**src/rtl/bios_loader_pkg.sv**
```systemverilog
// Shared types and constants for the BIOS download path.
`timescale 1ns/1ps
package bios_loader_pkg;

  typedef enum logic [1:0] {
    ST_IDLE  = 2'd0,
    ST_LOAD  = 2'd1,
    ST_DRAIN = 2'd2,
    ST_DONE  = 2'd3
  } state_t;

  localparam int BIOS_AW        = 13;
  localparam int CNT_W          = 14;
  localparam int DATA_W         = 16;
  localparam int DEF_BIOS_WORDS = 8192;

  // Bit positions inside the sticky err vector.
  localparam int ERR_SEQ   = 0;
  localparam int ERR_SHORT = 1;

  // States in which the word FIFO is live and may be pushed or popped.
  function automatic logic is_busy(state_t s);
    return (s == ST_LOAD) || (s == ST_DRAIN);
  endfunction

endpackage

```
**src/rtl/bios_loader_if.sv**
```systemverilog
// Bus bundle between the HPS download port, the loader and the system BIOS RAM.
`timescale 1ns/1ps
interface bios_loader_if;
  import bios_loader_pkg::*;

  // Handshakes:
  //   HPS side: ioctl_wr is a one-cycle strobe; ioctl_addr/ioctl_dout are only
  //   meaningful while it is high. ioctl_wait is a registered "stop sending"
  //   hint that the source must honour before the next strobe.
  //   System side: bios_req is ready. A word moves when bios_req is high and a
  //   word is buffered; it then appears one cycle later as a single-cycle
  //   bios_wr with bios_addr/bios_din, which otherwise hold their last value.
  logic                ioctl_download;
  logic [15:0]         ioctl_index;
  logic                ioctl_wr;
  logic [24:0]         ioctl_addr;
  logic [DATA_W-1:0]   ioctl_dout;
  logic                ioctl_wait;
  logic                bios_req;
  logic [BIOS_AW-1:0]  bios_addr;
  logic [DATA_W-1:0]   bios_din;
  logic                bios_wr;
  logic                bios_loaded;
  logic [1:0]          err;

  // Environment side: HPS plus the consuming system.
  modport master (
    output ioctl_download, ioctl_index, ioctl_wr, ioctl_addr, ioctl_dout, bios_req,
    input  ioctl_wait, bios_addr, bios_din, bios_wr, bios_loaded, err
  );

  // Loader side.
  modport slave (
    input  ioctl_download, ioctl_index, ioctl_wr, ioctl_addr, ioctl_dout, bios_req,
    output ioctl_wait, bios_addr, bios_din, bios_wr, bios_loaded, err
  );

endinterface

```
**src/rtl/bios_fifo.sv**
```systemverilog
// Synchronous word FIFO with fill level; clear empties it in one cycle.
`timescale 1ns/1ps
module bios_fifo #(
  parameter int DEPTH = 16,
  parameter int W     = 16
) (
  input  logic                   clk_sys,
  input  logic                   reset_n,
  input  logic                   clear,
  input  logic                   push,
  input  logic [W-1:0]           din,
  input  logic                   pop,
  output logic [W-1:0]           dout,
  output logic                   full,
  output logic                   empty,
  output logic [$clog2(DEPTH):0] level
);

  localparam int AW = $clog2(DEPTH);
  localparam logic [AW:0] FULL_LVL = (AW+1)'(DEPTH);

  logic [W-1:0]  mem [DEPTH];
  logic [AW-1:0] wr_ptr;
  logic [AW-1:0] rd_ptr;
  logic          do_push;
  logic          do_pop;

  assign full    = (level == FULL_LVL);
  assign empty   = (level == '0);
  assign do_push = push && !full && !clear;
  assign do_pop  = pop && !empty && !clear;
  // Head word is visible combinationally so the caller can register it on pop.
  assign dout    = mem[rd_ptr];

  // Storage: data only, no reset needed since level gates every read.
  always_ff @(posedge clk_sys) begin
    if (do_push) mem[wr_ptr] <= din;
  end

  // Pointers wrap naturally mod DEPTH; level tracks push minus pop.
  always_ff @(posedge clk_sys or negedge reset_n) begin
    if (!reset_n) begin
      wr_ptr <= '0;
      rd_ptr <= '0;
      level  <= '0;
    end else if (clear) begin
      wr_ptr <= '0;
      rd_ptr <= '0;
      level  <= '0;
    end else begin
      if (do_push) wr_ptr <= wr_ptr + 1'b1;
      if (do_pop)  rd_ptr <= rd_ptr + 1'b1;
      level <= level + (AW+1)'(do_push) - (AW+1)'(do_pop);
    end
  end

endmodule

```
**src/rtl/bios_loader.sv**
```systemverilog
// Buffers a BIOS image streamed from the HPS and replays it into the system
// BIOS RAM, tracking completeness and sequencing errors.
`timescale 1ns/1ps
module bios_loader
  import bios_loader_pkg::*;
#(
  parameter int DEPTH      = 16,
  parameter int BIOS_INDEX = 0,
  parameter int BIOS_WORDS = DEF_BIOS_WORDS
) (
  input  logic         clk_sys,
  input  logic         reset_n,
  bios_loader_if.slave bus,
  output state_t       dbg_state
);

  localparam int LW = $clog2(DEPTH) + 1;
  localparam logic [CNT_W-1:0] WORDS_C  = CNT_W'(BIOS_WORDS);
  localparam logic [LW-1:0]    WAIT_LVL = LW'(DEPTH - 2);

  state_t              state;
  state_t              state_n;
  logic                dl_q;
  logic                bios_rise;
  logic                dl_fall;
  logic                clear;
  logic                wr_evt;
  logic                in_room;
  logic                push;
  logic                pop;
  logic                seq_err;
  logic [CNT_W-1:0]    in_cnt;
  logic [CNT_W-1:0]    out_cnt;
  logic [1:0]          err_q;
  logic                loaded_q;
  logic                wait_q;
  logic                wr_q;
  logic [BIOS_AW-1:0]  addr_q;
  logic [DATA_W-1:0]   din_q;
  logic [DATA_W-1:0]   fifo_dout;
  logic                fifo_full;
  logic                fifo_empty;
  logic [LW-1:0]       level;
  logic [LW-1:0]       level_n;
  logic                unused_addr_bits;

  // Only the word-address bits matter; the byte bit and high bits are ignored.
  assign unused_addr_bits = ^{bus.ioctl_addr[24:14], bus.ioctl_addr[0]};

  assign bus.ioctl_wait  = wait_q;
  assign bus.bios_addr   = addr_q;
  assign bus.bios_din    = din_q;
  assign bus.bios_wr     = wr_q;
  assign bus.bios_loaded = loaded_q;
  assign bus.err         = err_q;
  assign dbg_state       = state;

  // Download edge detection and the push/pop decisions for this cycle.
  always_comb begin
    bios_rise = bus.ioctl_download && !dl_q && (bus.ioctl_index == 16'(BIOS_INDEX));
    dl_fall   = !bus.ioctl_download && dl_q;
    in_room   = (in_cnt < WORDS_C);
    wr_evt    = (state == ST_LOAD) && bus.ioctl_wr && !bios_rise;
    push      = wr_evt && in_room && !fifo_full;
    // Overflow, FIFO-full drop and address out of sequence all flag err[0];
    // an out-of-sequence word is still stored at the counter address.
    seq_err   = wr_evt && (!in_room || fifo_full ||
                           (bus.ioctl_addr[13:1] != in_cnt[BIOS_AW-1:0]));
    pop       = is_busy(state) && !bios_rise && bus.bios_req && !fifo_empty;
  end

  // Next-state logic; a BIOS download rising edge restarts from any state.
  always_comb begin
    state_n = state;
    clear   = 1'b0;
    if (bios_rise) begin
      state_n = ST_LOAD;
      clear   = 1'b1;
    end else begin
      case (state)
        ST_LOAD:  if (dl_fall) state_n = ST_DRAIN;
        // Empty here means the final pop happened last cycle, so its bios_wr
        // is on the bus now and DONE is entered right after it.
        ST_DRAIN: if (fifo_empty) state_n = (out_cnt == WORDS_C) ? ST_DONE : ST_IDLE;
        default:  state_n = state;
      endcase
    end
  end

  // Fill level after this cycle, used to register ioctl_wait without lag.
  always_comb begin
    level_n = level;
    if (clear) level_n = '0;
    else       level_n = level + LW'(push) - LW'(pop);
  end

  // State register and download-level history.
  // dl_q resets high so a download still asserted across reset release is
  // not mistaken for a new rising edge.
  always_ff @(posedge clk_sys or negedge reset_n) begin
    if (!reset_n) begin
      state <= ST_IDLE;
      dl_q  <= 1'b1;
    end else begin
      state <= state_n;
      dl_q  <= bus.ioctl_download;
    end
  end

  // Word counters, sticky error bits and the loaded flag.
  always_ff @(posedge clk_sys or negedge reset_n) begin
    if (!reset_n) begin
      in_cnt   <= '0;
      out_cnt  <= '0;
      err_q    <= '0;
      loaded_q <= 1'b0;
    end else if (clear) begin
      in_cnt   <= '0;
      out_cnt  <= '0;
      err_q    <= '0;
      loaded_q <= 1'b0;
    end else begin
      if (push) in_cnt <= in_cnt + 1'b1;
      if (pop && (out_cnt != WORDS_C)) out_cnt <= out_cnt + 1'b1;
      if (seq_err) err_q[ERR_SEQ] <= 1'b1;
      if ((state == ST_DRAIN) && (state_n == ST_IDLE)) err_q[ERR_SHORT] <= 1'b1;
      if ((state == ST_DRAIN) && (state_n == ST_DONE)) loaded_q <= 1'b1;
    end
  end

  // BIOS RAM write port and HPS back-pressure, one cycle behind the pop.
  always_ff @(posedge clk_sys or negedge reset_n) begin
    if (!reset_n) begin
      wr_q   <= 1'b0;
      addr_q <= '0;
      din_q  <= '0;
      wait_q <= 1'b0;
    end else begin
      wr_q   <= pop;
      wait_q <= is_busy(state_n) && (level_n >= WAIT_LVL);
      if (pop) begin
        addr_q <= out_cnt[BIOS_AW-1:0];
        din_q  <= fifo_dout;
      end
    end
  end

  bios_fifo #(
    .DEPTH (DEPTH),
    .W     (DATA_W)
  ) u_fifo (
    .clk_sys (clk_sys),
    .reset_n (reset_n),
    .clear   (clear),
    .push    (push),
    .din     (bus.ioctl_dout),
    .pop     (pop),
    .dout    (fifo_dout),
    .full    (fifo_full),
    .empty   (fifo_empty),
    .level   (level)
  );

endmodule

```
**src/flat_wrapper.sv**
```systemverilog
// flat-port wrapper written by rule: the top's interface ports become plain ports
module bios_loader_flat import bios_loader_pkg::*;
#(
  parameter int DEPTH      = 16,
  parameter int BIOS_INDEX = 0,
  parameter int BIOS_WORDS = DEF_BIOS_WORDS
)
  (clk_sys, reset_n, dbg_state, bus_ioctl_download, bus_ioctl_index, bus_ioctl_wr, bus_ioctl_addr, bus_ioctl_dout, bus_bios_req, bus_ioctl_wait, bus_bios_addr, bus_bios_din, bus_bios_wr, bus_bios_loaded, bus_err);
  bios_loader_if bus_i ();
  input  logic clk_sys;
  input  logic reset_n;
  output state_t dbg_state;
  input wire logic [$bits(bus_i.ioctl_download)-1:0] bus_ioctl_download;
  input wire logic [$bits(bus_i.ioctl_index)-1:0] bus_ioctl_index;
  input wire logic [$bits(bus_i.ioctl_wr)-1:0] bus_ioctl_wr;
  input wire logic [$bits(bus_i.ioctl_addr)-1:0] bus_ioctl_addr;
  input wire logic [$bits(bus_i.ioctl_dout)-1:0] bus_ioctl_dout;
  input wire logic [$bits(bus_i.bios_req)-1:0] bus_bios_req;
  output wire logic [$bits(bus_i.ioctl_wait)-1:0] bus_ioctl_wait;
  output wire logic [$bits(bus_i.bios_addr)-1:0] bus_bios_addr;
  output wire logic [$bits(bus_i.bios_din)-1:0] bus_bios_din;
  output wire logic [$bits(bus_i.bios_wr)-1:0] bus_bios_wr;
  output wire logic [$bits(bus_i.bios_loaded)-1:0] bus_bios_loaded;
  output wire logic [$bits(bus_i.err)-1:0] bus_err;
  assign bus_i.ioctl_download = bus_ioctl_download;
  assign bus_i.ioctl_index = bus_ioctl_index;
  assign bus_i.ioctl_wr = bus_ioctl_wr;
  assign bus_i.ioctl_addr = bus_ioctl_addr;
  assign bus_i.ioctl_dout = bus_ioctl_dout;
  assign bus_i.bios_req = bus_bios_req;
  assign bus_ioctl_wait = bus_i.ioctl_wait;
  assign bus_bios_addr = bus_i.bios_addr;
  assign bus_bios_din = bus_i.bios_din;
  assign bus_bios_wr = bus_i.bios_wr;
  assign bus_bios_loaded = bus_i.bios_loaded;
  assign bus_err = bus_i.err;
  bios_loader #(.DEPTH(DEPTH), .BIOS_INDEX(BIOS_INDEX), .BIOS_WORDS(BIOS_WORDS)) u_core (.clk_sys(clk_sys), .reset_n(reset_n), .bus(bus_i), .dbg_state(dbg_state));
endmodule
```
**config.mk**
```make
export PLATFORM = sky130hd
export DESIGN_NAME = bios_loader_flat
export DESIGN_NICKNAME = d
export VERILOG_FILES = /design/src/rtl/bios_loader_pkg.sv /design/src/rtl/bios_loader_if.sv /design/src/rtl/bios_fifo.sv /design/src/rtl/bios_loader.sv /design/src/flat_wrapper.sv
export SDC_FILE = /design/constraint.sdc
export NUM_CORES = 1
export LEC_CHECK = 0
export BUFFER_PORTS_ARGS = -buffer_cell sky130_fd_sc_hd__clkbuf_2
export CAP_MARGIN = 20
export CORE_MARGIN = 2
export CORE_UTILIZATION = 45
export CTS_BUF_LIST = sky130_fd_sc_hd__clkbuf_8
export DETAILED_ROUTE_END_ITERATION = 16
export HOLD_SLACK_MARGIN = 0.08
export PLACE_DENSITY = 0.63
export SYNTH_ARGS = -nofsm -noshare
export SYNTH_HDL_FRONTEND = slang
export SYNTH_SLANG_ARGS = --single-unit
```
**constraint.sdc**
```tcl
create_clock -name clk_sys -period 3.5 [get_ports clk_sys]
set_clock_uncertainty 0.2 [all_clocks]
set_input_delay 0.175 -clock clk_sys [delete_from_list [all_inputs] [get_ports clk_sys]]
set_output_delay 0.175 -clock clk_sys [all_outputs]
set_load 0.05 [all_outputs]
```
==> insert_results.sql, run 1 <==
INSERT INTO impl_metrics (metric_group, metric, value, unit) VALUES
('yosys', 'net_count_after_synthesis', '870', ''),
('route', 'drt_first_iter_violations', '713', ''),
('placement', 'placement.setup.worst_slack', '165', 'ps'),
('setup_path', 'crit_path_cell_trace', 'dlygate4sd3_1 -> clkbuf_2 -> nor2_1 -> dlygate4sd3_1 -> nand2_1 -> or3_4 -> nand2_8 -> inv_1 -> ha_1 -> inv_1 -> ha_1 -> fa_1 -> a21oi_1 -> nor2_1 -> nor2_1 -> xor2_1 -> nor2_1', ''),
('timing', 'final_min_period_over_clock_period', '0.949', ''),
('timing', 'rsz0062_at_grt', 'no', ''),
('clock_network', 'cts_tree', 'done', ''),
('power_and_ir_drop', 'share_comb_of_total_power', '0.309', ''),
('setup_path', 'worst_r2r_start', 'u_core.dbg_state[0]', ''),
('route', 'routed_via_density', '5.33', ''),
('setup_path', 'kind_of_capture_point_of_the_worst_setup_path', 'flip-flop', ''),
('status', 'status', 'complete, no violations', ''),
('placement', 'placement.io_buffers', '85', ''),
('clock_network', 'clk_latency', '580', 'ps'),
('yosys', 'synthesis.area_per_instance', '17.4', 'um^2'),
('power_and_ir_drop', 'power_density', '719', 'mW/mm^2'),
('timing', 'worst_slew_pin_slew', '1010', 'ps'),
('power_and_ir_drop', 'p_leak', '0.00614', 'uW'),
('timing', 'clock.fmax', '0.301', 'GHz'),
('layout', 'layout_common_cells', '256 x sky130_fd_sc_hd__edfxtp_1, 84 x sky130_fd_sc_hd__clkbuf_2, 75 x sky130_fd_sc_hd__dfrtp_1', ''),
('power_and_ir_drop', 'power_frac_clock', '0.281', ''),
('yosys', 'synth_enable_flop_cells', '256', ''),
('clock_network', 'cts.htree.levels', '2', ''),
('layout', 'layout-drive-gt1-share', '0.302', ''),
('power_and_ir_drop', 'max-vdd-ir-drop', '0.000402', 'V'),
('clock_network', 'clock_path_buffers', '3', ''),
('setup_path', 'critical_path_peak_fanout', '15', ''),
('floorplan', 'fp-row-count', '63', ''),
('timing', 'setup_viol', '0', ''),
('layout', 'final_common_cell', 'sky130_fd_sc_hd__edfxtp_1', ''),
('power_and_ir_drop', 'sw_frac_of_total', '0.324', ''),
('job', 'max_cap_viol_count', '0', ''),
('clock_network', 'cts.sink_count', '334', ''),
('setup_path', 'worst_setup_path_startpoint', 'bus_ioctl_index[0]', ''),
('route', 'wire_per_inst', '20.5', 'um'),
('timing', 'maxSlewViolCount', '0', ''),
('route', 'detail_route.drc_violations', '0', ''),
('clock_network', 'cts_buf_count', '52', ''),
('grt', 'grt_remaining_overflow', '0', ''),
('placement', 'hpwl', '17.5', 'mm'),
('layout', 'layout_nets', '1055', ''),
('floorplan', 'fp.dieW', '178', 'um'),
('setup_path', 'cp_data_arrival_time', '3590', 'ps'),
('yosys', 'ys_ff_latch', '334', ''),
('layout', 'filler_cells_inserted', '2391', ''),
('yosys', 'synth_cell_type_count', '46', ''),
('setup_path', 'timing.critical_path.buf_inv', '5', ''),
('grt', 'grt_antenna_before_repair', '1', ''),
('setup_path', 'cp-start-kind', 'input port', ''),
('route', 'firstDrtPassIters', '4', ''),
('yosys', 'synthesis.instances', '785', ''),
('layout', 'syn2layout_area_growth', '19.4', '%'),
('floorplan', 'core_region_area', '0.0298', 'mm^2'),
('grt', 'grt_start_max_net_pins', '68', ''),
('layout', 'antenna-diode-count', '0', ''),
('grt', 'grt_util_all_layers', '0.188', ''),
('setup_path', 'cp_data_required_time', '3770', 'ps'),
('floorplan', 'num_io_pins', '98', ''),
('placement', 'place_congestion', '0.782', ''),
('setup_path', 'timing.setup.critical_path_class', 'input port to flip-flop', ''),
('power_and_ir_drop', 'seq_power_share', '0.411', ''),
('grt', 'grt_pass1_vias', '7714', ''),
('setup_path', 'critical-path-max-stage-delay', '570', 'ps'),
('setup_path', 'cp_top_family', 'buffers and inverters', ''),
('clock_network', 'cts.clk_slew.worst_paths', '60', 'ps'),
('setup_path', 'critical_path.slowest_cell', 'sky130_fd_sc_hd__dlygate4sd3_1', ''),
('setup_path', 'most_frequent_cell_on_critical_path', 'sky130_fd_sc_hd__nor2_1', ''),
('yosys', 'syn-cell-area', '0.0137', 'mm^2'),
('power_and_ir_drop', 'p_int', '7950', 'uW'),
('power_and_ir_drop', 'switching_power_of_the_nets', '3810', 'uW'),
('yosys', 'main_flop_type_after_synthesis', 'sky130_fd_sc_hd__edfxtp_1', '');
metrics by stage:
| step | utilization | cells | area, um^2 | total power [uW] |
|---|---|---|---|---|
| 2_1_floorplan | - | 785 | 13700 | 7590 |
| 3_3_place_gp | 0.500 | 1271 | 14900 | 8490 |
| 3_5_place_dp | 0.500 | 1271 | 14900 | 8530 |
| 4_1_cts | 0.548 | 1401 | 16300 | 11900 |
| 5_1_grt | 0.549 | 1403 | 16400 | 12400 |
| 6_report | 0.549 | 1403 | 16400 | 11800 |
worst min-delay path, stage by stage:
cell	delay, ps
sky130_fd_sc_hd__clkbuf_2	80
sky130_fd_sc_hd__nor4b_1	40
sky130_fd_sc_hd__nand2_1	70
sky130_fd_sc_hd__or3_4	160
sky130_fd_sc_hd__buf_4	160
sky130_fd_sc_hd__and2_1	120
sequential cells by signal (all words and copies together), names as in the netlist:
signal and flops:
u_core.bus.bios_wr 1, u_core.bus.bios_addr 13, u_core.bus.ioctl_wait 1, u_core.u_fifo.level 5, u_core.u_fifo.rd_ptr 4, u_core.bus.bios_din 16
u_core.in_cnt 14, u_core.u_fifo.wr_ptr 4, u_core.dbg_state 2, u_core.out_cnt 14, u_core.bus.bios_loaded 1, u_core.bus.err 2
u_core.dl_q 1, u_core.u_fifo.mem 256
routing by layer:
metal / up-vias / track usage / wire length [um]
met3: 42 / 0.0326 / 1440
met1: 3835 / 0.267 / 12700
met4: 0 / 0.0474 / 518
met2: 178 / 0.303 / 14100
met5: - / 0 / 0
li1: 3420 / - / -
Yosys cell counts, types with 3 or more instances:
| master | number | area [um^2] |
|---|---|---|
| sky130_fd_sc_hd__buf_1 | 4 | 15.0 |
| sky130_fd_sc_hd__mux4_2 | 64 | 1440 |
| sky130_fd_sc_hd__dfrtp_1 | 77 | 1930 |
| sky130_fd_sc_hd__a22oi_1 | 32 | 240 |
| sky130_fd_sc_hd__xor2_1 | 35 | 307 |
| sky130_fd_sc_hd__and3_1 | 5 | 31.3 |
| sky130_fd_sc_hd__nor4b_1 | 5 | 43.8 |
| sky130_fd_sc_hd__nor2b_1 | 3 | 18.8 |
| sky130_fd_sc_hd__edfxtp_1 | 256 | 7690 |
| sky130_fd_sc_hd__clkbuf_1 | 20 | 75.1 |
| sky130_fd_sc_hd__nor4_1 | 10 | 62.6 |
| sky130_fd_sc_hd__mux2_4 | 9 | 135 |
| sky130_fd_sc_hd__ha_1 | 21 | 263 |
| sky130_fd_sc_hd__inv_1 | 18 | 67.6 |
| sky130_fd_sc_hd__and2_1 | 17 | 106 |
| sky130_fd_sc_hd__nand4_1 | 11 | 68.8 |
| sky130_fd_sc_hd__xnor2_1 | 16 | 140 |
| sky130_fd_sc_hd__a21oi_1 | 13 | 65.1 |
| sky130_fd_sc_hd__nor3_1 | 5 | 25.0 |
| sky130_fd_sc_hd__o21ai_0 | 3 | 15.0 |
| sky130_fd_sc_hd__buf_2 | 5 | 25.0 |
| sky130_fd_sc_hd__nand3_1 | 20 | 100 |
| sky130_fd_sc_hd__nor2_1 | 53 | 199 |
| sky130_fd_sc_hd__mux2_2 | 18 | 203 |
| sky130_fd_sc_hd__nand2_1 | 37 | 139 |
final timing paths:
check                                     endpoint  slack [ps]  cells after the start
max                         u_core.u_fifo.level[4]         180                     17
min                         u_core.u_fifo.level[0]          60                      6
max reg2reg                 u_core.u_fifo.level[4]         290                     15
min reg2reg                u_core.bus.bios_din[11]         290                      1
max in group asynchronous              u_core.dl_q        2210                      4
min in group asynchronous  u_core.u_fifo.wr_ptr[1]         460                      4
power groups by stage:
stage	registers (uW)	clock network [uW]	logic, uW
after floorplan	5350	0	2250
after global placement	4900	0	3590
after detailed placement	4910	0	3620
after CTS	4830	3390	3680
after global routing	4870	3580	3960
final	4830	3300	3630
area by class of cell:
| type | instances | area [um^2] | share of cell area |
|---|---|---|---|
| Clock buffer | 61 | 840 | 0.0513 |
| Clock inverter | 36 | 239 | 0.0146 |
| Inverter | 19 | 76.3 | 0.00467 |
| Multi-Input combinational cell | 400 | 3860 | 0.236 |
| Sequential cell | 334 | 9650 | 0.590 |
| Tap cell | 390 | 488 | 0.0298 |
| Timing Repair Buffer | 163 | 1210 | 0.0740 |
repair_timing:
action,CTS,global route
hold endpoints to repair,378,1
gates resized for setup,0,2
endpoints found under the setup margin,0,2
hold buffers,33,2
cell families (layout without fill, tap and decap cells):
| logic type | count (synthesis) | after routing | share of synthesized area |
|---|---|---|---|
| compound gates | 55 | 55 | 0.0271 |
| xor+xnor | 51 | 51 | 0.0326 |
| fa+ha+maj | 23 | 23 | 0.0221 |
| buf+inv | 51 | 279 | 0.0168 |
| flops | 334 | 334 | 0.704 |
| mux | 93 | 93 | 0.132 |
| simple gates | 178 | 178 | 0.0660 |
Power figures use the tool's default switching activity.
==> run 2, diff against run 1 <==
--- a/config.mk
+++ b/config.mk
@@ -15,4 +15,5 @@
 export PLACE_DENSITY = 0.63
 export SYNTH_ARGS = -nofsm -noshare
 export SYNTH_HDL_FRONTEND = slang
+export SYNTH_HIERARCHICAL = 1
 export SYNTH_SLANG_ARGS = --single-unit
==> constraint.sdc (replaced) <==
create_clock -name clk_sys -period 3.5 [get_ports clk_sys]
set_clock_uncertainty 0.2 [all_clocks]
set_input_delay 1.05 -clock clk_sys [delete_from_list [all_inputs] [get_ports clk_sys]]
set_output_delay 1.05 -clock clk_sys [all_outputs]
set_load 0.05 [all_outputs]
==> insert_results.sql, run 2 <==
INSERT INTO impl_metrics (metric_group, metric, value, unit) VALUES
('power_and_ir_drop', 'p_leak', '0.00665', 'uW'),
('placement', 'placed_area', '0.0156', 'mm^2'),
('setup_path', 'reg2reg_to', 'u_core/u_fifo/level[4]', ''),
('setup_path', 'critical_path_peak_fanout', '4', ''),
('grt', 'grt_start_max_net_pins', '60', ''),
('grt', 'grt_antenna_before_repair', '0', ''),
('layout', 'syn2layout_area_growth', '16.1', '%'),
('layout', 'max_flop_register', 'u_core/u_fifo/mem', ''),
('grt', 'grt_remaining_overflow', '0', ''),
('layout', 'final_cell_count_no_fill', '1471', ''),
('timing', 'final_critical_path_setup_slack', '179', 'ps'),
('yosys', 'top_post_synthesis_cells_by_count', '256 x sky130_fd_sc_hd__edfxtp_1, 77 x sky130_fd_sc_hd__dfrtp_1, 66 x sky130_fd_sc_hd__mux2i_1', ''),
('clock_network', 'clock_path_buffers', '3', ''),
('placement', 'placement.io_buffers', '85', ''),
('floorplan', 'floorplan.initialDensity', '0.457', ''),
('layout', 'stdcell_area', '0.0167', 'mm^2'),
('timing', 'finalCriticalPeriod', '3320', 'ps'),
('timing', 'final-hold-violation-count', '0', ''),
('route', 'wire_per_inst', '20.7', 'um'),
('timing', 'timing.max_slew.rel_slack', '0.553', ''),
('clock_network', 'cts.htree.levels', '2', ''),
('yosys', 'netlist.area_leader.share', '0.535', ''),
('power_and_ir_drop', 'power_density', '655', 'mW/mm^2'),
('job', 'max_cap_viol_count', '0', ''),
('timing', 'clock.fmax', '0.301', 'GHz'),
('floorplan', 'fp.dieW', '183', 'um'),
('clock_network', 'cts_hold_buffers', '0', ''),
('grt', 'grt_pass1_wl', '47.3', 'mm'),
('setup_path', 'kind_of_capture_point_of_the_worst_setup_path', 'flip-flop', ''),
('yosys', 'main_flop_type_after_synthesis', 'sky130_fd_sc_hd__edfxtp_1', ''),
('route', 'drt_first_iter_violations', '603', ''),
('yosys', 'syn-cell-area', '0.0144', 'mm^2'),
('yosys', 'synth_cell_type_count', '59', ''),
('setup_path', 'timing.setup.critical_path_class', 'flip-flop to flip-flop', ''),
('placement', 'place_congestion', '0.758', ''),
('timing', 'final_min_period_over_clock_period', '0.949', ''),
('setup_path', 'cp-start-kind', 'flip-flop', ''),
('yosys', 'net_count_after_synthesis', '952', ''),
('layout', 'layout_nets', '1112', ''),
('yosys', 'ys_ff_latch', '334', ''),
('clock_network', 'cts_buf_count', '54', ''),
('power_and_ir_drop', 'max-vdd-ir-drop', '0.000366', 'V'),
('yosys', 'synthMostInstantiatedCell', 'sky130_fd_sc_hd__edfxtp_1', ''),
('setup_path', 'r2r.worst_path.cells', '18', ''),
('timing', 'rsz0062_at_grt', 'yes', ''),
('grt', 'grt_pass1_vias', '8118', ''),
('yosys', 'synthesis.area_per_instance', '16.6', 'um^2'),
('layout', 'filler_cells_inserted', '2558', ''),
('yosys', 'yosysTopAreaCell', 'sky130_fd_sc_hd__edfxtp_1', ''),
('yosys', 'synthesis.instances', '865', ''),
('clock_network', 'clock_tree.root_cell', 'sky130_fd_sc_hd__clkbuf_8', ''),
('placement', 'cells_after_dpl', '1365', ''),
('route', 'ant_nets', '0', ''),
('timing', 'maxSlewViolCount', '0', ''),
('status', 'status', 'complete, no violations', ''),
('layout', 'layout_common_cells', '256 x sky130_fd_sc_hd__edfxtp_1, 84 x sky130_fd_sc_hd__clkbuf_2, 76 x sky130_fd_sc_hd__dfrtp_1', ''),
('timing', 'setup_viol', '0', ''),
('timing', 'worst_slew_pin_slew', '671', 'ps'),
('floorplan', 'die-area', '0.0334', 'mm^2'),
('route', 'routed_wirelength', '30.4', 'mm'),
('layout', 'antenna-diode-count', '0', ''),
('setup_path', 'worst_r2r_start', 'u_core/u_fifo/level[3]', ''),
('route', 'detail_route.drc_violations', '0', ''),
('floorplan', 'overall_die_height', '183', 'um'),
('yosys', 'synth_enable_flop_cells', '256', ''),
('placement', 'placement.setup.worst_slack', '-378', 'ps'),
('layout', 'largest_register_ffs', '256', ''),
('floorplan', 'fp-row-count', '65', ''),
('floorplan', 'num_io_pins', '98', ''),
('route', 'detailroute.via_count', '7972', ''),
('placement', 'hpwl', '17.8', 'mm'),
('clock_network', 'clk_latency', '600', 'ps'),
('route', 'routed_via_density', '5.42', ''),
('setup_path', 'reg2reg_setup_slack', '180', 'ps'),
('layout', 'final_common_cell', 'sky130_fd_sc_hd__edfxtp_1', ''),
('yosys', 'synthTopCellsByArea', 'sky130_fd_sc_hd__edfxtp_1 54%, sky130_fd_sc_hd__dfrtp_1 13%, sky130_fd_sc_hd__mux4_2 5.0%', ''),
('setup_path', 'cp_data_arrival_time', '3620', 'ps'),
('clock_network', 'cts_tree', 'done', ''),
('clock_network', 'cts.clk_slew.worst_paths', '60', 'ps'),
('clock_network', 'cts.sink_count', '334', ''),
('yosys', 'synthArstFlopShare', '0.234', ''),
('layout', 'layout-drive-gt1-share', '0.323', ''),
('yosys', 'synth.yosys.warnings', '6', ''),
('setup_path', 'cp_data_required_time', '3800', 'ps'),
('hold_path', 'min-delay-path-class', 'input port to asynchronous set/reset pin', ''),
('yosys', 'seq_area_frac_synth', '0.671', ''),
('setup_path', 'worst_setup_path_startpoint', 'u_core/u_fifo/level[3]', ''),
('route', 'firstDrtPassIters', '4', ''),
('grt', 'grt_util_all_layers', '0.187', ''),
('setup_path', 'critPathCapture', 'u_core/u_fifo/level[4]', ''),
('floorplan', 'core_region_area', '0.0315', 'mm^2');
-- run 2: changes by cell type after synthesis, moves of 16 or more --
cell,previous run,this run
sky130_fd_sc_hd__mux2i_1,0,66
sky130_fd_sc_hd__a22oi_1,32,16
sky130_fd_sc_hd__mux2_4,9,29
sky130_fd_sc_hd__o21ai_0,3,23
sky130_fd_sc_hd__mux4_2,64,32
sky130_fd_sc_hd__mux2_2,18,0
sky130_fd_sc_hd__a221oi_2,0,30
-- run 2: critical path, cell delays in order (launching register included) --
cell	delay, ps
sky130_fd_sc_hd__dfrtp_1	400
sky130_fd_sc_hd__inv_1	90
sky130_fd_sc_hd__ha_1	170
sky130_fd_sc_hd__or4b_4	500
sky130_fd_sc_hd__inv_2	100
sky130_fd_sc_hd__nor3b_2	60
sky130_fd_sc_hd__o21ai_4	70
sky130_fd_sc_hd__inv_2	80
sky130_fd_sc_hd__nand2_1	80
sky130_fd_sc_hd__nor2_1	50
sky130_fd_sc_hd__ha_1	290
sky130_fd_sc_hd__inv_1	60
sky130_fd_sc_hd__ha_1	150
sky130_fd_sc_hd__inv_1	50
sky130_fd_sc_hd__fa_1	390
sky130_fd_sc_hd__nor2b_2	160
sky130_fd_sc_hd__o21bai_2	90
sky130_fd_sc_hd__nand3_1	90
sky130_fd_sc_hd__nor3b_2	160
-- run 2: per-layer routing --
metal / wire length, um / vias up / track usage
li1: - / 3675 / -
met1: 14100 / 4088 / 0.258
met2: 14600 / 182 / 0.306
met3: 1300 / 27 / 0.0321
met4: 412 / 0 / 0.0510
met5: 0 / - / 0
-- run 2: through the flow --
stage | util | total power (uW) | hold slack [ps] | setup TNS (ps)
after CTS | 0.528 | 11000 | 207 | 0
after global routing | 0.530 | 11500 | 223 | -26.2
after detailed placement | 0.495 | 7790 | 295 | -976
after global placement | 0.495 | 7740 | 275 | -893
after floorplan | - | 7190 | 282 | -13790
final | 0.530 | 10900 | 222 | 0
-- run 2: final cells by class --
class | count | area, um^2 | share of cell area
clock buffers | 64 | 881 | 0.0528
clock inverters | 36 | 163 | 0.00975
well taps | 402 | 503 | 0.0302
flip-flops and latches | 334 | 9640 | 0.578
repair buffers | 144 | 1010 | 0.0605
inverters | 29 | 109 | 0.00653
multi-input cells | 462 | 4370 | 0.262
-- run 2: logic make-up after synthesis --
kind of cell | Yosys count | share of synthesized area
flip-flops | 334 | 0.671
AND/OR/NAND/NOR | 167 | 0.0600
multiplexers | 127 | 0.126
AO/OA/AOI/OAI | 99 | 0.0617
buffers and inverters | 69 | 0.0313
XOR/XNOR | 44 | 0.0268
adder cells (fa/ha/maj) | 25 | 0.0228
-- run 2: worst min-delay path by stage --
stage,start,end,slack [ps],cells past startpoint
after floorplan,u_core/in_cnt[13],u_core/in_cnt[13],280,2
after global placement,u_core/bus.err[0],u_core/bus.err[0],280,2
after detailed placement,u_core/bus.err[0],u_core/bus.err[0],300,2
after CTS,reset_n,u_core/bus.bios_din[9],210,1
after global routing,reset_n,u_core/bus.bios_din[9],220,1
final,reset_n,u_core/bus.bios_din[9],220,1
-- run 2: timing repair --
item | 4_1_cts | 5_1_grt
setup buffers | 0 | 6
gates resized for setup | 0 | 7
endpoints found under the setup margin | 0 | 2
-- run 2: where the power goes --
group | total [uW] | switching, uW | internal (uW)
clock | 3190 | 1520 | 1670
sequential | 4660 | 185 | 4470
combinational | 3080 | 1730 | 1350
==> run 3, diff against run 2 <==
--- a/config.mk
+++ b/config.mk
@@ -12,7 +12,7 @@
 export CTS_BUF_LIST = sky130_fd_sc_hd__clkbuf_8
 export DETAILED_ROUTE_END_ITERATION = 16
 export HOLD_SLACK_MARGIN = 0.08
-export PLACE_DENSITY = 0.63
+export PLACE_DENSITY = 0.6
 export SYNTH_ARGS = -nofsm -noshare
 export SYNTH_HDL_FRONTEND = slang
 export SYNTH_HIERARCHICAL = 1
==> constraint.sdc (replaced) <==
create_clock -name clk_sys -period 3.55 [get_ports clk_sys]
set_clock_uncertainty 0.2 [all_clocks]
set_input_delay 1.065 -clock clk_sys [delete_from_list [all_inputs] [get_ports clk_sys]]
set_output_delay 1.065 -clock clk_sys [all_outputs]
set_load 0.05 [all_outputs]
==> insert_results.sql, run 3 (synthesis gave the netlist of run 2 again) <==
INSERT INTO impl_metrics (metric_group, metric, value, unit) VALUES
('status', 'status', 'complete, no violations', ''),
('layout', 'layout_nets', '1117', ''),
('timing', 'timing.max_slew.rel_slack', '0.515', ''),
('layout', 'syn2layout_area_growth', '15.5', '%'),
('layout', 'final_common_cell', 'sky130_fd_sc_hd__edfxtp_1', ''),
('clock_network', 'cts_buf_count', '55', ''),
('layout', 'layout-drive-gt1-share', '0.318', ''),
('timing', 'finalCriticalPeriod', '3320', 'ps'),
('timing', 'maxSlewViolCount', '0', ''),
('clock_network', 'cts.clk_slew.worst_paths', '60', 'ps'),
('grt', 'grtUsageMet1', '0.251', ''),
('timing', 'setup_viol', '0', ''),
('grt', 'grt_remaining_overflow', '0', ''),
('grt', 'global_route.peak_usage_layer', 'met2', ''),
('power_and_ir_drop', 'p_leak', '0.00660', 'uW'),
('floorplan', 'die-area', '0.0334', 'mm^2'),
('layout', 'max_flop_register', 'u_core/u_fifo/mem', ''),
('floorplan', 'core_region_area', '0.0315', 'mm^2'),
('route', 'ant_nets', '0', ''),
('layout', 'largest_register_ffs', '256', ''),
('timing', 'totalNegativeSetupSlack', '0', 'ps'),
('grt', 'grt.met2_usage', '0.308', ''),
('grt', 'grt_start_max_net_pins', '63', ''),
('floorplan', 'fp-row-count', '65', ''),
('setup_path', 'critical_path_peak_fanout', '5', ''),
('setup_path', 'cp_data_required_time', '3850', 'ps'),
('grt', 'grt_util_all_layers', '0.185', ''),
('layout', 'final_cell_count_no_fill', '1479', ''),
('clock_network', 'cts_tree', 'done', ''),
('route', 'drt_first_iter_violations', '586', ''),
('route', 'firstDrtPassIters', '5', ''),
('floorplan', 'num_io_pins', '98', ''),
('placement', 'placement.setup.worst_slack', '-307', 'ps'),
('grt', 'grt_pass1_vias', '7861', ''),
('placement', 'cells_after_dpl', '1370', ''),
('timing', 'hold_ws', '300', 'ps'),
('setup_path', 'kind_of_capture_point_of_the_worst_setup_path', 'flip-flop', ''),
('timing', 'final_min_period_over_clock_period', '0.935', ''),
('timing', 'worst_slew_pin_slew', '728', 'ps'),
('grt', 'grt_pass1_wl', '46.1', 'mm'),
('timing', 'final-hold-violation-count', '0', ''),
('grt', 'use_met3', '0.0295', ''),
('timing', 'clock.fmax', '0.301', 'GHz'),
('setup_path', 'cp-start-kind', 'flip-flop', ''),
('floorplan', 'fp.dieW', '183', 'um'),
('route', 'routed_via_density', '5.34', ''),
('clock_network', 'clk_latency', '590', 'ps'),
('placement', 'place_congestion', '0.770', ''),
('placement', 'placement.io_buffers', '85', ''),
('clock_network', 'cts.sink_count', '334', ''),
('layout', 'antenna-diode-count', '0', ''),
('timing', 'final_critical_path_setup_slack', '232', 'ps'),
('route', 'routed_wirelength', '30.1', 'mm'),
('layout', 'layout_common_cells', '256 x sky130_fd_sc_hd__edfxtp_1, 84 x sky130_fd_sc_hd__clkbuf_2, 76 x sky130_fd_sc_hd__dfrtp_1', ''),
('clock_network', 'clock_path_buffers', '3', ''),
('route', 'wire_per_inst', '20.3', 'um'),
('route', 'detailroute.via_count', '7897', ''),
('job', 'max_cap_viol_count', '0', ''),
('clock_network', 'clock_tree.root_cell', 'sky130_fd_sc_hd__clkbuf_8', ''),
('power_and_ir_drop', 'power_density', '640', 'mW/mm^2'),
('clock_network', 'cts.htree.levels', '2', ''),
('floorplan', 'floorplan.initialDensity', '0.457', ''),
('placement', 'hpwl', '18.2', 'mm'),
('grt', 'grt_antenna_before_repair', '0', ''),
('layout', 'post-route-util', '0.527', ''),
('setup_path', 'cp_data_arrival_time', '3610', 'ps'),
('route', 'detail_route.drc_violations', '0', ''),
('setup_path', 'timing.setup.critical_path_class', 'flip-flop to flip-flop', ''),
('floorplan', 'overall_die_height', '183', 'um'),
('power_and_ir_drop', 'max-vdd-ir-drop', '0.000444', 'V'),
('hold_path', 'min-delay-path-class', 'flip-flop to flip-flop', '');
[run 3: worst paths after layout]
check / startpoint / to / slack [ps] / cells past startpoint
max: u_core/u_fifo/level[2] / u_core/bus.ioctl_wait / 230 / 15
min: u_core/bus.bios_loaded / u_core/bus.bios_loaded / 300 / 2
max reg2reg: u_core/u_fifo/level[2] / u_core/bus.ioctl_wait / 230 / 15
min reg2reg: u_core/bus.bios_loaded / u_core/bus.bios_loaded / 300 / 2
max in group asynchronous: reset_n / u_core/bus.bios_din[4] / 2120 / 2
min in group asynchronous: reset_n / u_core/bus.bios_addr[2] / 320 / 1
[run 3: worst max-delay path, stage by stage (launching register included)]
cell and delay (ps):
sky130_fd_sc_hd__dfrtp_1 390, sky130_fd_sc_hd__inv_1 90, sky130_fd_sc_hd__ha_1 160, sky130_fd_sc_hd__or4b_4 510, sky130_fd_sc_hd__inv_1 140, sky130_fd_sc_hd__nor3b_2 80
sky130_fd_sc_hd__o21ai_4 70, sky130_fd_sc_hd__inv_2 70, sky130_fd_sc_hd__ha_1 270, sky130_fd_sc_hd__inv_1 40, sky130_fd_sc_hd__ha_1 200, sky130_fd_sc_hd__fa_2 370
sky130_fd_sc_hd__a21o_1 170, sky130_fd_sc_hd__a21oi_2 140, sky130_fd_sc_hd__xnor2_1 80, sky130_fd_sc_hd__a311oi_1 250
[run 3: cell type report]
type                            instances  area [um^2]
Clock buffer                           56          771
Clock inverter                         48          239
Fill cell                            2654        14900
Inverter                               29          109
Multi-Input combinational cell        462         4360
Sequential cell                       334         9640
Tap cell                              402          503
Timing Repair Buffer                  148          973
[run 3: per-layer routing]
metal	up-vias	wire [um]
met5	-	0
li1	3681	-
met4	0	640
met1	3952	13400
met2	207	14500
met3	57	1550
[run 3: stage by stage]
stage	area, um^2	power [uW]
after floorplan	14400	7090
after global placement	15500	7620
after detailed placement	15500	7660
after CTS	16500	10800
after global routing	16600	11200
final	16600	10600
[run 3: what timing repair did]
action / CTS / global route
buffers inserted: 0 / 2
endpoints found under the setup margin: 0 / 2
gates resized for setup: 0 / 2
endpoints found under the hold margin: 0 / 0
hold buffers: 0 / 0
[run 3: where the power goes]
| group | leakage (uW) | internal [uW] | switching (uW) |
|---|---|---|---|
| clock | 0.000569 | 1560 | 1510 |
| combinational | 0.00272 | 1300 | 1690 |
| sequential | 0.00331 | 4410 | 159 |
| total | 0.00660 | 7270 | 3360 |
